### src/rtl/reg_wb_queue_pkg.sv
// Shared definitions for the register-file writeback queue.
//   DATA_W_DEF / ADDR_W_DEF : default data and register-index widths
//   NUM_REGS                : registers in the file (8x16)
//   wb_entry_t              : one queued writeback {register index, data}
package reg_wb_queue_pkg;

    localparam int NUM_REGS   = 8;
    localparam int DATA_W_DEF = 16;
    localparam int ADDR_W_DEF = $clog2(NUM_REGS);

    typedef struct packed {
        logic [ADDR_W_DEF-1:0] idx;
        logic [DATA_W_DEF-1:0] data;
    } wb_entry_t;

endpackage

### src/rtl/wb_queue_fifo.sv
// In-order storage for pending register writes.
//   clk, rst_n   : clock, asynchronous active-low reset (pointers/count only)
//   push         : write push_entry at tail, tail advances
//   pop          : head advances
//   ovr          : overwrite the youngest entry (tail-1) with ovr_entry
//   entries      : contents ordered by age, entries[0] is the head (oldest)
//   entry_vld    : entry_vld[i] set when entries[i] holds a queued write
//   count        : number of queued entries
// push and ovr are never asserted together by the parent.
module wb_queue_fifo
    import reg_wb_queue_pkg::*;
#(
    parameter int  DEPTH   = 4,
    parameter type entry_t = wb_entry_t
) (
    input  logic                   clk,
    input  logic                   rst_n,
    input  logic                   push,
    input  entry_t                 push_entry,
    input  logic                   pop,
    input  logic                   ovr,
    input  entry_t                 ovr_entry,
    output entry_t                 entries [DEPTH],
    output logic [DEPTH-1:0]       entry_vld,
    output logic [$clog2(DEPTH):0] count
);

    localparam int PW = $clog2(DEPTH);
    localparam int CW = PW + 1;

    entry_t          mem [DEPTH];
    logic [PW-1:0]   head;
    logic [PW-1:0]   tail;
    logic [CW-1:0]   cnt;

    // Pointers are exactly log2(DEPTH) bits, so increments wrap on their own.
    always_ff @(posedge clk or negedge rst_n) begin
        if (!rst_n) begin
            head <= '0;
            tail <= '0;
            cnt  <= '0;
        end else begin
            if (push) tail <= tail + PW'(1);
            if (pop)  head <= head + PW'(1);
            case ({push, pop})
                2'b10:   cnt <= cnt + CW'(1);
                2'b01:   cnt <= cnt - CW'(1);
                default: cnt <= cnt;
            endcase
        end
    end

    // Contents need no reset: nothing is visible unless covered by count.
    always_ff @(posedge clk) begin
        if (push) mem[tail] <= push_entry;
        if (ovr)  mem[tail - PW'(1)] <= ovr_entry;
    end

    always_comb begin
        for (int i = 0; i < DEPTH; i++) begin
            entries[i]   = mem[head + PW'(i)];
            entry_vld[i] = (CW'(i) < cnt);
        end
    end

    assign count = cnt;

endmodule

### src/rtl/reg_wb_queue.sv
// Write-side front end for the 8x16 register file.
// Buffers writeback requests in an in-order queue and drains at most one per
// cycle onto a registered register-file write port. A combinational lookup
// exposes writes that are queued or sitting in the output stage so readers
// can forward them before the register file commits (at negedge).
//
// Ports:
//   clk, rst_n                 : clock, asynchronous active-low reset
//   wb_valid/wb_ready          : writeback handshake; wb_reg/wb_data payload
//   rf_hold                    : inhibits draining while high
//   rf_wr_en/rf_write_reg/
//   rf_write_data              : registered register-file write port
//   q_reg -> q_hit/q_data      : pending-write lookup (youngest match wins)
//   count                      : number of queued entries
//
// Handshake: a request transfers at a posedge where wb_valid && wb_ready are
// both high; wb_ready does not depend on a pop in the same cycle, so there is
// no pass-through from input to output stage.
//
// Build option WB_COALESCE_EN: a push to the same register as the youngest
// queued entry overwrites that entry in place (even when full), unless that
// entry is the head being popped in the same cycle.
module reg_wb_queue
    import reg_wb_queue_pkg::*;
#(
    parameter int DEPTH  = 4,
    parameter int DATA_W = DATA_W_DEF,
    parameter int ADDR_W = ADDR_W_DEF
) (
    input  logic                   clk,
    input  logic                   rst_n,
    input  logic                   wb_valid,
    output logic                   wb_ready,
    input  logic [ADDR_W-1:0]      wb_reg,
    input  logic [DATA_W-1:0]      wb_data,
    input  logic                   rf_hold,
    output logic                   rf_wr_en,
    output logic [ADDR_W-1:0]      rf_write_reg,
    output logic [DATA_W-1:0]      rf_write_data,
    input  logic [ADDR_W-1:0]      q_reg,
    output logic                   q_hit,
    output logic [DATA_W-1:0]      q_data,
    output logic [$clog2(DEPTH):0] count
);

    localparam int CW = $clog2(DEPTH) + 1;

    typedef struct packed {
        logic [ADDR_W-1:0] idx;
        logic [DATA_W-1:0] data;
    } entry_t;

    entry_t           entries [DEPTH];
    logic [DEPTH-1:0] entry_vld;
    entry_t           in_entry;
    logic             full;
    logic             pop;
    logic             enq;
    logic             ovr;

    assign in_entry = '{idx: wb_reg, data: wb_data};
    assign full     = (count == CW'(DEPTH));
    assign pop      = (count != '0) && !rf_hold;

`ifdef WB_COALESCE_EN
    logic [CW-1:0] young_pos;
    logic          coalescible;

    assign young_pos   = count - CW'(1);
    // With a single entry the youngest is also the head; if it leaves this
    // cycle the new value must be enqueued rather than lost.
    assign coalescible = (count != '0)
                         && (entries[young_pos[CW-2:0]].idx == wb_reg)
                         && !(pop && count == CW'(1));
    assign wb_ready    = !full || (wb_valid && coalescible);
    assign ovr         = wb_valid && wb_ready && coalescible;
    assign enq         = wb_valid && wb_ready && !coalescible;
`else
    assign wb_ready    = !full;
    assign ovr         = 1'b0;
    assign enq         = wb_valid && wb_ready;
`endif

    wb_queue_fifo #(
        .DEPTH   (DEPTH),
        .entry_t (entry_t)
    ) u_fifo (
        .clk        (clk),
        .rst_n      (rst_n),
        .push       (enq),
        .push_entry (in_entry),
        .pop        (pop),
        .ovr        (ovr),
        .ovr_entry  (in_entry),
        .entries    (entries),
        .entry_vld  (entry_vld),
        .count      (count)
    );

    // Output stage: idle cycles keep the last index/data, only rf_wr_en drops.
    always_ff @(posedge clk or negedge rst_n) begin
        if (!rst_n) begin
            rf_wr_en      <= 1'b0;
            rf_write_reg  <= '0;
            rf_write_data <= '0;
        end else if (pop) begin
            rf_wr_en      <= 1'b1;
            rf_write_reg  <= entries[0].idx;
            rf_write_data <= entries[0].data;
        end else begin
            rf_wr_en      <= 1'b0;
        end
    end

    // Lookup: the output stage is older than anything queued, so it is
    // considered first and then overridden by queue entries oldest->youngest.
    always_comb begin
        q_hit  = 1'b0;
        q_data = '0;
        if (rf_wr_en && rf_write_reg == q_reg) begin
            q_hit  = 1'b1;
            q_data = rf_write_data;
        end
        for (int i = 0; i < DEPTH; i++) begin
            if (entry_vld[i] && entries[i].idx == q_reg) begin
                q_hit  = 1'b1;
                q_data = entries[i].data;
            end
        end
    end

endmodule

### config.mk
export PLATFORM = sky130hd
export DESIGN_NAME = reg_wb_queue
export DESIGN_NICKNAME = d
export VERILOG_FILES = /design/src/rtl/reg_wb_queue_pkg.sv /design/src/rtl/wb_queue_fifo.sv /design/src/rtl/reg_wb_queue.sv
export SDC_FILE = /design/constraint.sdc
export NUM_CORES = 1
export LEC_CHECK = 0
export ABC_AREA = 0
export BUFFER_PORTS_ARGS = -buffer_cell sky130_fd_sc_hd__buf_2
export CAP_MARGIN = 10
export CELL_PAD_IN_SITES_DETAIL_PLACEMENT = 2
export CELL_PAD_IN_SITES_GLOBAL_PLACEMENT = 2
export CORE_ASPECT_RATIO = 0.5
export CORE_MARGIN = 3
export CORE_UTILIZATION = 35
export DETAILED_ROUTE_END_ITERATION = 8
export GPL_ROUTABILITY_DRIVEN = 0
export GPL_TIMING_DRIVEN = 0
export MAX_ROUTING_LAYER = met4
export PLACE_DENSITY_LB_ADDON = 0.1
export SLEW_MARGIN = 40
export SYNTH_ARGS = -nofsm -noshare
export SYNTH_HDL_FRONTEND = slang
export SYNTH_HIERARCHICAL = 1
export SYNTH_SLANG_ARGS = --single-unit
### constraint.sdc
create_clock -name clk -period 3.1 [get_ports clk]
set_input_delay 0 -clock clk [delete_from_list [all_inputs] [get_ports clk]]
set_output_delay 0 -clock clk [all_outputs]
set_load 0.005 [all_outputs]
==> impl_metrics.json <==
{
  "synth.ff_latch_count": 103,
  "finalCriticalPeriod_ns": 3.03,
  "finish.instance_area_um2": 8770,
  "number_of_enable_flip_flop_cells_after_synthesis": 76,
  "initial_standard_cell_utilization_of_the_core_pct": 36.0,
  "grt_max_degree": 28,
  "period_share_pct": 97.6,
  "ys_seq_area_share_pct": 39.5,
  "max_freq_mhz": 330,
  "area_growth_pct": 17.1,
  "dominantRegCellSynth": "edfxtp_1",
  "worst-endpoint-required_ns": 3.10,
  "groute.usage.overall_pct": 22.9,
  "min-delay-path-class": "input port to flop",
  "capturing_element_type_of_the_critical_path": "output pin",
  "tritoncts.num_buffers": 9,
  "max-slew-margin-rel_pct": 54.6,
  "detailroute.via_count": 5331,
  "vias_per_cell": 5.94,
  "ir_drop_mv": 0.299,
  "layout-drive-gt1-share_pct": 53.9,
  "reg_to_reg_setup_timing_slack_ns": 0.70,
  "placement_rows": 37,
  "route.detailed.drc": 0,
  "cts.clk_slew.worst_paths_ns": 0.08,
  "clock_skew_ns": 0.00951,
  "p_leak_nw": 3.12,
  "worst_slew_pin_slew_ns": 0.679,
  "final_max_slew_viol_count": 0,
  "synth_most_common_cell": "mux2_2",
  "final_net_count": 654,
  "antenna_found_initial": 1,
  "top_regs": "u_fifo/mem (76), rf_write_data (16)",
  "cts_max_level": 3,
  "detailed_place_hpwl_mm": 18.2,
  "die-width_um": 213,
  "maxCapViolations": 0,
  "floorplan.core_area_um2": 20800,
  "startpoint": "u_fifo/head[1]",
  "critical_path.max_fanout": 10,
  "mappedNetlistArea_um2": 7490,
  "max_flop_register": "u_fifo/mem",
  "yosys_warnings": 6,
  "placed_area_um2": 8170,
  "die-area_um2": 23300,
  "root_buffer": "clkbuf_16",
  "dr.pass1.iters": 5,
  "finalHoldViolations": 0,
  "setup_violating_endpoint_count_in_the_final_report": 0,
  "post_synth.cell_area_avg_um2": 14.0,
  "synth.cells.most_frequent": "mux2_2, edfxtp_1, mux4_2, nand2_1, a211oi_1",
  "insertion_delay_ns": 0.37,
  "detail_route.wl_per_cell_um": 28.2,
  "min_from": "wb_data[11]",
  "clock_tree.buffer_depth": 2,
  "num_io_pins": 67,
  "arrival_ns": 3.03,
  "largest_reg_flops": 76,
  "crit_path_category": "flop to output pin",
  "critical_path.startpoint_type": "flop",
  "synth_largest_type_area_fraction_pct": 30.5,
  "placed_cells_incl_taps": 873,
  "die_y_um": 109,
  "ant_cells": 0,
  "dp_worst_setup_slack_ns": -0.0657,
  "antenna_violating_nets_post_route": 0,
  "fin_hold_ws_ns": 0.0133,
  "netlist_top_cells_area": "edfxtp_1, mux4_2, mux2_2",
  "tritoncts": "yes",
  "clock-sinks": 103,
  "instances_no_fill": 898,
  "grt_pass1_vias": 5490,
  "synthDistinctLibCells": 36,
  "drt-total-wl_mm": 25.3,
  "grt_pass1_wl_mm": 36.7,
  "ys_async_sr_fraction_pct": 26.2,
  "regToRegStartpoint": "u_fifo/count[0]",
  "global_route.overflow_total": 0,
  "drt_iter0_drc": 464,
  "portBuffers": 63,
  "status": "finished clean",
  "power.density_nw_per_um2": 1220,
  "synth_area_leader_cell": "edfxtp_1",
  "post_synth_inst_count": 534,
  "worst_slack_ns": 0.0740
}
path summary, 6_finish.rpt:
| check | end | depth (start not counted) |
|---|---|---|
| max | q_data[6] | 10 |
| min | u_fifo/mem[2][11] | 2 |
| max reg2reg | u_fifo/mem[3][12] | 6 |
| min reg2reg | u_fifo/tail[0] | 1 |
| max in group asynchronous | u_fifo/tail[1] | 2 |
| min in group asynchronous | u_fifo/count[0] | 2 |
cell type report:
| type | instances | area [µm²] |
|---|---|---|
| clock inverters | 6 | 86.3 |
| repair buffers | 73 | 398 |
| flip-flops and latches | 103 | 2960 |
| multi-input cells | 373 | 4280 |
| clock buffers | 10 | 229 |
| plain buffers | 53 | 450 |
| fillers | 2063 | 12000 |
| well taps | 273 | 342 |
| inverters | 7 | 26.3 |
power breakdown:
part           internal (mW)  switching (mW)  total [mW]
clock                  0.707           0.547        1.25
sequential              2.15           0.501        2.65
combinational           3.25            3.56        6.81
total                   6.11            4.60        10.7
repair_timing:
item / 4_1_cts / 5_1_grt
gates resized for setup: 34 / 19
cloned: 0 / 0
endpoints found under the hold margin: 28 / 0
hold buffers: 2 / 0
setup buffers: 4 / 4
setup endpoints to repair: 16 / 15
pin swaps: 3 / 2
stage by stage:
stage                     power [mW]  setup TNS, ns  util [%]
after global placement          8.74        -0.0439      39.2
after floorplan                 6.74              0         -
after global routing            11.3         -0.107      42.2
final                           10.7              0      42.2
after CTS                       10.5              0      41.7
after detailed placement        8.92        -0.0695      39.3
layout by cell type (no fill, tap or decap), types with 3 or more instances in the layout:
| master | netlist | routed |
|---|---|---|
| mux2_2 | 95 | 95 |
| mux4_2 | 76 | 76 |
| edfxtp_1 | 76 | 76 |
| buf_2 | 18 | 73 |
| nand2_1 | 34 | 30 |
| dfrtp_1 | 27 | 27 |
| a211oi_1 | 30 | 23 |
| buf_4 | 9 | 21 |
| nor2_1 | 20 | 20 |
| nor4_1 | 17 | 17 |
| or3_1 | 16 | 16 |
| buf_6 | 13 | 12 |
| o221ai_1 | 15 | 10 |
| xnor2_1 | 12 | 9 |
| clkbuf_1 | 14 | 9 |
| nor3_2 | 9 | 9 |
| clkbuf_16 | 0 | 9 |
| nor3_1 | 8 | 8 |
| ha_1 | 8 | 8 |
| xor2_1 | 9 | 7 |
| inv_1 | 7 | 7 |
| a211oi_2 | 0 | 7 |
| o221ai_2 | 0 | 5 |
| buf_12 | 0 | 4 |
| conb_1 | 1 | 4 |
| nand2_2 | 0 | 4 |
| xnor2_2 | 0 | 3 |
| buf_8 | 0 | 3 |
| xor2_2 | 1 | 3 |
| clkbuf_2 | 0 | 3 |
logic make-up (layout without fill, tap and decap cells):
| family | after synthesis | in the layout | synth area share (%) |
|---|---|---|---|
| AOI/OAI and AO/OA | 53 | 53 | 5.58 |
| other | 1 | 4 | 0.0501 |
| and+or+nand+nor | 114 | 114 | 8.44 |
| adders and majority gates | 8 | 8 | 1.34 |
| xor gates and xnor gates | 22 | 22 | 2.67 |
| buffers and inverters | 61 | 149 | 5.11 |
| DFF | 103 | 103 | 39.5 |
| muxes | 172 | 172 | 37.3 |
per-layer routing:
layer  global-route usage (%)  vias up  wire length, µm
li1                         -     2339                -
met1                     32.2     2806            12000
met2                     34.8      161            11300
met3                     4.08       25             1660
met4                     5.26        0              361
met5                        -        -                0
critical path, cell delays in order (launching register included):
cell      delay, ns
dfrtp_1        0.35
buf_6          0.15
buf_12         0.16
buf_8          0.16
mux4_2         0.33
xor2_2         0.20
nor4b_4        0.43
buf_4          0.29
a211oi_1       0.09
a211oi_2       0.33
buf_2          0.18
Power figures use the tool's default switching activity.
